File: config.mk
export PLATFORM = sky130hd
export DESIGN_NAME = fetch_sequencer
export DESIGN_NICKNAME = d
export VERILOG_FILES = /design/src/rtl/fetch_sequencer.sv
export SDC_FILE = /design/constraint.sdc
export NUM_CORES = 1
export LEC_CHECK = 0
export ABC_CLOCK_PERIOD_IN_PS = 1800
export CAP_MARGIN = 20
export CORE_AREA = 2 2 63 65
export DETAILED_ROUTE_END_ITERATION = 12
export DIE_AREA = 0 0 65 67
export GPL_ROUTABILITY_DRIVEN = 0
export GPL_TIMING_DRIVEN = 0
export PLACE_DENSITY = 0.81
export SLEW_MARGIN = 10
export SYNTH_ARGS = -nofsm -noshare
export SYNTH_HDL_FRONTEND = slang
export SYNTH_SLANG_ARGS = --single-unit
File: constraint.sdc
create_clock -name clock -period 1.8 [get_ports clock]
set_input_delay 0.36 -clock clock [delete_from_list [all_inputs] [get_ports clock]]
set_output_delay 0.36 -clock clock [all_outputs]
set_load 0.02 [all_outputs]
File: src/rtl/fetch_sequencer.sv
// ----------------------------------------------------------------------------
// fetch_sequencer
//
// Instruction fetch / execute sequencer for a small multi-cycle CPU.
// After reset it spends one cycle in IDLE, then alternates between FETCH
// (request the word at pc until the memory acknowledges) and EXEC (drive
// step 00..11 to the control unit, one step per cycle). At step 11 the
// control unit may increment pc or load a branch target. A halt request
// during EXEC parks the sequencer in HALTED until reset.
//
// Optional feature (compile-time macro FETCH_TIMEOUT_EN):
//   when defined, a 4-bit counter watches FETCH; sixteen consecutive FETCH
//   cycles without mem_ack raise fault and enter HALTED. When undefined,
//   fault is tied to 0 and FETCH waits indefinitely.
//
// Ports
//   clock          in   1   sole clock, rising edge
//   resetn         in   1   asynchronous reset, ACTIVE-HIGH despite its name
//   mem_req        out  1   fetch request (high only in FETCH)
//   mem_addr       out  8   fetch address (= pc)
//   mem_ack        in   1   mem_data valid this cycle
//   mem_data       in  16   instruction word from memory
//   instrucao      out 16   latched instruction for the control unit
//   step           out  2   execution step for the control unit
//   pc_enable      in   1   update pc at step 11
//   pc_load        in   1   1: pc <= branch_target, 0: pc <= pc + 1
//   branch_target  in   8   branch destination
//   halt           in   1   HLT decoded by the control unit
//   pc             out  8   program counter
//   halted         out  1   sequencer stopped
//   fault          out  1   fetch timeout flag
// ----------------------------------------------------------------------------
module fetch_sequencer (
    input  logic        clock,
    input  logic        resetn,
    output logic        mem_req,
    output logic [7:0]  mem_addr,
    input  logic        mem_ack,
    input  logic [15:0] mem_data,
    output logic [15:0] instrucao,
    output logic [1:0]  step,
    input  logic        pc_enable,
    input  logic        pc_load,
    input  logic [7:0]  branch_target,
    input  logic        halt,
    output logic [7:0]  pc,
    output logic        halted,
    output logic        fault
);

    typedef enum logic [1:0] {
        ST_IDLE   = 2'd0,
        ST_FETCH  = 2'd1,
        ST_EXEC   = 2'd2,
        ST_HALTED = 2'd3
    } state_e;

    state_e      state_q, state_d;
    logic [7:0]  pc_q, pc_d;
    logic [15:0] instr_q, instr_d;
    logic [1:0]  step_q, step_d;

`ifdef FETCH_TIMEOUT_EN
    logic [3:0]  tmo_q, tmo_d;
    logic        fault_q, fault_d;
`endif

    // ------------------------------------------------------------------
    // State registers
    // ------------------------------------------------------------------
    always_ff @(posedge clock or posedge resetn) begin
        if (resetn) begin
            state_q <= ST_IDLE;
            pc_q    <= 8'h00;
            instr_q <= 16'h0000;
            step_q  <= 2'b00;
`ifdef FETCH_TIMEOUT_EN
            tmo_q   <= 4'd0;
            fault_q <= 1'b0;
`endif
        end else begin
            state_q <= state_d;
            pc_q    <= pc_d;
            instr_q <= instr_d;
            step_q  <= step_d;
`ifdef FETCH_TIMEOUT_EN
            tmo_q   <= tmo_d;
            fault_q <= fault_d;
`endif
        end
    end

    // ------------------------------------------------------------------
    // Next-state logic
    // ------------------------------------------------------------------
    always_comb begin
        state_d = state_q;
        pc_d    = pc_q;
        instr_d = instr_q;
        step_d  = step_q;
`ifdef FETCH_TIMEOUT_EN
        tmo_d   = tmo_q;
        fault_d = fault_q;
`endif

        unique case (state_q)
            ST_IDLE: begin
                state_d = ST_FETCH;
                step_d  = 2'b00;
`ifdef FETCH_TIMEOUT_EN
                tmo_d   = 4'd0;
`endif
            end

            ST_FETCH: begin
                if (mem_ack) begin
                    instr_d = mem_data;
                    step_d  = 2'b00;
                    state_d = ST_EXEC;
                end
`ifdef FETCH_TIMEOUT_EN
                // tmo_q counts ack-less FETCH cycles already spent; the
                // 16th one (tmo_q == 15) is the timeout.
                else if (tmo_q == 4'hF) begin
                    fault_d = 1'b1;
                    state_d = ST_HALTED;
                end else begin
                    tmo_d = tmo_q + 4'd1;
                end
`endif
            end

            ST_EXEC: begin
                // halt wins over the pc update at step 11
                if (halt) begin
                    state_d = ST_HALTED;
                end else if (step_q != 2'b11) begin
                    step_d = step_q + 2'b01;
                end else begin
                    step_d  = 2'b00;
                    state_d = ST_FETCH;
`ifdef FETCH_TIMEOUT_EN
                    tmo_d   = 4'd0;
`endif
                    if (pc_enable) begin
                        pc_d = pc_load ? branch_target : pc_q + 8'd1;
                    end
                end
            end

            ST_HALTED: begin
                state_d = ST_HALTED;
            end

            default: begin
                state_d = ST_IDLE;
            end
        endcase
    end

    // ------------------------------------------------------------------
    // Outputs
    // ------------------------------------------------------------------
    assign mem_req   = (state_q == ST_FETCH);
    assign mem_addr  = pc_q;
    assign pc        = pc_q;
    assign instrucao = instr_q;
    assign step      = step_q;
    assign halted    = (state_q == ST_HALTED);

`ifdef FETCH_TIMEOUT_EN
    assign fault = fault_q;
`else
    assign fault = 1'b0;
`endif

endmodule

==> results.md, run 1 <==
* Post-route ant nets at 0
* Worst Path Arrival at 1.39 ns
* Met3 wire len at 249 um
* Clock sinks at 28
* Post-synth top flop: dfrtp_1
* I/O Pins at 67
* CP Class: reg2out
* Flops & latches, synth at 28
* Post-route DRC at 0
* Post-Syn Nets at 151
* First DRT Iteration DRCs at 140
* Layout cells sized above 1 at 0.247
* Mapped Cells at 119
* Setup TNS Final at 0 ns
* Crit-path max FO at 5
* Commonest cells after routing, fill and taps aside: 58 x clkdlybuf4s50_1, 22 x dfrtp_1, 11 x buf_4
* Crit share post-route at 0.971
* Vias in the first global route at 1,180
* Highest clock rate at 572 MHz
* GRT Total Usage at 0.166
* Average wire per standard cell at 13.7 um
* Fin nets at 223
* RSZ-0062 raised after global routing: no
* Cell variety after synth at 33
* Commonest non-fill, non-tap cell in the layout: clkdlybuf4s50_1
* Crit-path cells: buf_4 > clkdlybuf4s50_1
* Wire length on met1 at 1340 um
* Hold buffers post-CTS at 0
* Routed wire length at 3250 um
* Final Max Tran Viols at 0
* Post-Route Skew at 0.00515 ns
* Tightest Hold Check Type: in2async
* Mean area per synthesized cell at 11.8 um2
* First-pass GRT wire length at 5620 um
* Crit path required time at 1.44 ns
* Vias per cell at 4.79
* Ys async rst share at 1.00
* FP Rows at 22
* Via count at 1,140
* Core Footprint at 3610 um2
* Total of max-cap violations at 0
* CTS Root Cell: clkbuf_8
* Syn. warnings at 0
* Clk buf depth at 2
* Seq/Total Area, Yosys at 0.500
* Clk_lat worst skew at 0.27 ns
* CTS tree: done
* Pwr Total at 2.89 mW
* Die X at 65 um
* Pwr/cell area at 1300 nW/um2
* Uppermost layer routed: met4
* Routed wl met2 at 1650 um
* Fin. Hold Viols at 0
* Initial antenna violation count at 0
* Final setup violating endpoints at 0
* Delay of the slowest cell on the worst path at 0.58 ns
* EDFF count, synth at 0
* Num CTS Buffers at 3
* Hpwl dp at 2520 um
* Worst Setup Start Kind: flip-flop
* P&R area growth vs syn at 58.1%
* Largest net degree at the start of global routing at 29
* Die area at 4360 um2
* Max H-tree Level at 1
* DRT Pass-1 Iters at 4
* Inserted Diodes at 0
* CP endpoint kind: primary output
* Remaining Overflow, GRT at 0
* Input/output buffers at 65
* Clock-pin slew on the worst setup and hold paths at 0.09 ns
* Status: finished, final reports clean
* Initial Util at 0.388
* Post-synth design cell area at 1400 um2
* Maximum VDD drop at 0.618 mV
* Layout fillers at 309
* Slowest-stage cell, CP: clkdlybuf4s50_1
* Chip height at 67 um
* Final min period at 1.75 ns
* Static Leakage at 1.04 nW
-- state kept, by name (all words and copies together) (netlist names) --
| register | count |
|---|---|
| mem_addr | 8 |
| step | 2 |
| state_q | 2 |
| instrucao | 16 |
-- layout make-up --
type / count / area (um2) / share of cell area
Sequential cell: 28 / 708 / 0.320
Timing Repair Buffer: 67 / 691 / 0.312
Multi-Input combinational cell: 76 / 591 / 0.267
Buffer: 13 / 101 / 0.0458
Tap cell: 48 / 60.1 / 0.0271
Clock buffer: 4 / 55.1 / 0.0249
Inverter: 2 / 7.51 / 0.00339
-- per-layer routing --
metal / up-vias / GRT usage
met4: 0 / 0.0399
met2: 51 / 0.307
met1: 532 / 0.197
met3: 2 / 0.0338
met5: - / 0
li1: 555 / -
-- through the flow --
stage / setup WS [ns] / instance area, um2 / util / hold slack [ns] / instances
floorplan: 0.395 / 1400 / - / 0.425 / 119
detailed placement: 0.0184 / 2110 / 0.585 / 0.500 / 232
global route: 0.00880 / 2210 / 0.614 / 0.380 / 238
finish: 0.0526 / 2210 / 0.614 / 0.359 / 238
CTS: 0.00632 / 2170 / 0.603 / 0.523 / 237
global placement: 0.0994 / 2110 / 0.585 / 0.489 / 232
-- critical path, delay by kind of cell (launching register included) --
family,cells,cell delay (ns)
buffers and inverters,2,0.70
DFF,1,0.42
-- cells in the mapped netlist (3+ instances only) --
master,count,share of area
dfrtp_1,28,0.50
buf_4,9,0.048
a21oi_1,8,0.029
mux2_2,7,0.056
o21ai_1,8,0.029
nand2_1,7,0.019
nor2_1,5,0.013
o21ai_0,3,0.011
mux2_4,10,0.11
-- what timing repair did --
item,4_1_cts,5_1_grt
endpoints found under the setup margin,6,7
buffers inserted,1,0
resized for setup,5,8
-- path summary, 6_finish.rpt --
check | startpoint | to | slack, ns | depth (start not counted)
max in group asynchronous | resetn | mem_addr[5]$_DFFE_PP0P_ | 1.01 | 3
worst min register to register | instrucao[10]$_DFFE_PP0P_ | instrucao[10]$_DFFE_PP0P_ | 0.52 | 1
min in group clock | instrucao[10]$_DFFE_PP0P_ | instrucao[10]$_DFFE_PP0P_ | 0.52 | 1
worst min-delay path | resetn | instrucao[2]$_DFFE_PP0P_ | 0.36 | 2
worst max register to register | mem_addr[0]$_DFFE_PP0P_ | mem_addr[6]$_DFFE_PP0P_ | 0.40 | 5
worst max-delay path | mem_addr[1]$_DFFE_PP0P_ | pc[1] | 0.05 | 2
-- power by group --
group	switching [mW]	internal, mW	total (mW)
sequential	0.163	0.866	1.03
clock	0.180	0.195	0.375
combinational	0.632	0.849	1.48
-- logic make-up (layout without fill, tap and decap cells) --
logic type / count (synthesis) / after routing / synth area share
AOI/OAI and AO/OA: 28 / 28 / 0.118
adders and majority gates: 2 / 2 / 0.0179
DFF: 28 / 28 / 0.500
and+or+nand+nor: 27 / 27 / 0.113
buffers and inverters: 15 / 86 / 0.0777
other: 1 / 1 / 0.00268
muxes: 18 / 18 / 0.171
Note: power is estimated with default switching activity, not from simulation.
==> run 2: changes to the inputs <==
- CAP_MARGIN: 20 -> 10
- GPL_ROUTABILITY_DRIVEN: 0 -> unset
==> results.md, run 2 (synthesis gave the netlist of run 1 again) <==
* Status: finished, final reports clean
* Clk_lat worst skew at 0.27 ns (about the same)
* Crit-path max FO at 5 (unchanged)
* Maximum VDD drop at 0.620 mV (+0.23%)
* Final setup violating endpoints at 0 (unchanged)
* Post-layout util at 0.606 (-0.00763)
* First-pass GRT wire length at 5620 um (unchanged)
* Total of max-cap violations at 0 (unchanged)
* CP endpoint kind: primary output
* Worst hold slack at 0.519 ns (+0.160 ns)
* Post-route ant nets at 0 (unchanged)
* Worst slew pin tran at 1.05 ns
* Post-Route Skew at 0.00590 ns (+0.000757 ns)
* Highest clock rate at 572 MHz (about the same)
* CTS tree: done
* I/O Pins at 67 (unchanged)
* Max H-tree Level at 1 (unchanged)
* Placed Area at 2110 um2 (unchanged)
* Setup TNS Final at 0 ns (unchanged)
* Pwr/cell area at 1320 nW/um2 (+1.1%)
* Initial antenna violation count at 0 (unchanged)
* Fin. Hold Viols at 0 (unchanged)
* Die X at 65 um (unchanged)
* Placed Instances at 232 (unchanged)
* Slew HR at 0.298
* P&R area growth vs syn at 56.1%
* Crit path required time at 1.44 ns (about the same)
* Routability cong. at 0.709
* Pwr Total at 2.88 mW (-0.14%)
* Vias in the first global route at 1,180 (unchanged)
* FP Rows at 22 (unchanged)
* Average wire per standard cell at 13.7 um (+0.48%)
* Post-route DRC at 0 (unchanged)
* Via count at 1,142 (+0.18%)
* Initial Util at 0.388 (unchanged)
* Commonest cells after routing, fill and taps aside: 58 x clkdlybuf4s50_1, 22 x dfrtp_1, 11 x buf_4
* DRT Pass-1 Iters at 4 (unchanged)
* Input/output buffers at 65 (unchanged)
* CP Class: reg2out
* Clock-pin slew on the worst setup and hold paths at 0.09 ns (about the same)
* Largest net degree at the start of global routing at 29 (unchanged)
* Setup slack after layout at 0.0519 ns (-0.000648 ns)
* Post-Place Worst Slack at 0.0184 ns (unchanged)
* Inserted Diodes at 0 (unchanged)
* Clock sinks at 28 (unchanged)
* RSZ-0062 raised after global routing: no
* CTS Root Cell: clkbuf_8
* Vias per cell at 4.82 (+0.60%)
* Final min period at 1.75 ns (+0.000648 ns)
* Chip height at 67 um (unchanged)
* Final Max Tran Viols at 0 (unchanged)
* Finished Layout Cells at 237 (-0.42%)
* Core Footprint at 3610 um2 (unchanged)
* Fin nets at 222 (-0.45%)
* First DRT Iteration DRCs at 149 (+6.4%)
* Hold buffers post-CTS at 0 (unchanged)
* Worst Path Arrival at 1.39 ns (about the same)
* Hpwl dp at 2520 um (unchanged)
* Routed wire length at 3250 um (about the same)
* Clk buf depth at 2 (unchanged)
* Remaining Overflow, GRT at 0 (unchanged)
* Largest register FFs at 16 (unchanged)
* Layout cells sized above 1 at 0.243 (-0.00398)
* Crit share post-route at 0.971 (about the same)
* GRT Total Usage at 0.166 (unchanged)
* Worst Setup Start Kind: flip-flop
* Commonest non-fill, non-tap cell in the layout: clkdlybuf4s50_1
* Static Leakage at 1.03 nW (-1.2%)
* Tightest Hold Check Type: reg2reg
* Num CTS Buffers at 3 (unchanged)
* Die area at 4360 um2 (unchanged)
* Post-route cell area at 2190 um2 (-1.2%)
run 2: cell count changes in the layout (fill, tap and decap cells not counted):
| cell | before | now |
|---|---|---|
| buf_16 | 1 | 0 |
run 2: final timing paths:
kind | cells after the start | slack [ns] | from | endpoint
setup / recovery | 2 | 0.05 | mem_addr[1]$_DFFE_PP0P_ | pc[1]
hold / removal | 1 | 0.52 | instrucao[10]$_DFFE_PP0P_ | instrucao[10]$_DFFE_PP0P_
setup reg to reg | 5 | 0.40 | mem_addr[0]$_DFFE_PP0P_ | mem_addr[6]$_DFFE_PP0P_
hold reg to reg | 1 | 0.52 | instrucao[10]$_DFFE_PP0P_ | instrucao[10]$_DFFE_PP0P_
max in group asynchronous | 2 | 0.44 | resetn | mem_addr[5]$_DFFE_PP0P_
min in group asynchronous | 2 | 0.65 | resetn | mem_addr[1]$_DFFE_PP0P_
run 2: cell type report:
| cell class | instances | area (um2) |
|---|---|---|
| plain buffers | 13 | 101 |
| inverters | 2 | 7.51 |
| multi-input cells | 76 | 591 |
| fillers | 311 | 1420 |
| flip-flops and latches | 28 | 708 |
| clock buffers | 4 | 55.1 |
| repair buffers | 66 | 663 |
| well taps | 48 | 60.1 |
run 2: per-layer routing:
| layer | share of wire | track usage | vias to the layer above |
|---|---|---|---|
| met2 | 0.51 | 0.307 | 53 |
| met5 | 0 | 0 | - |
| met1 | 0.41 | 0.197 | 534 |
| met4 | 0.0043 | 0.0399 | 0 |
| li1 | - | - | 553 |
| met3 | 0.078 | 0.0338 | 2 |
run 2: power by group:
| group | switching, mW | internal (mW) |
|---|---|---|
| Clock | 0.181 | 0.195 |
| Sequential | 0.164 | 0.866 |
| Combinational | 0.632 | 0.843 |
| Total | 0.977 | 1.90 |
run 2: repair_timing:
item,4_1_cts,5_1_grt
endpoints found under the setup margin,6,7
buffers inserted,1,0
resized for setup,5,8
run 2: worst max-delay path, stage by stage, from the launching register on:
cell             delay, ns
dfrtp_2               0.42
buf_4                 0.12
clkdlybuf4s50_1       0.58
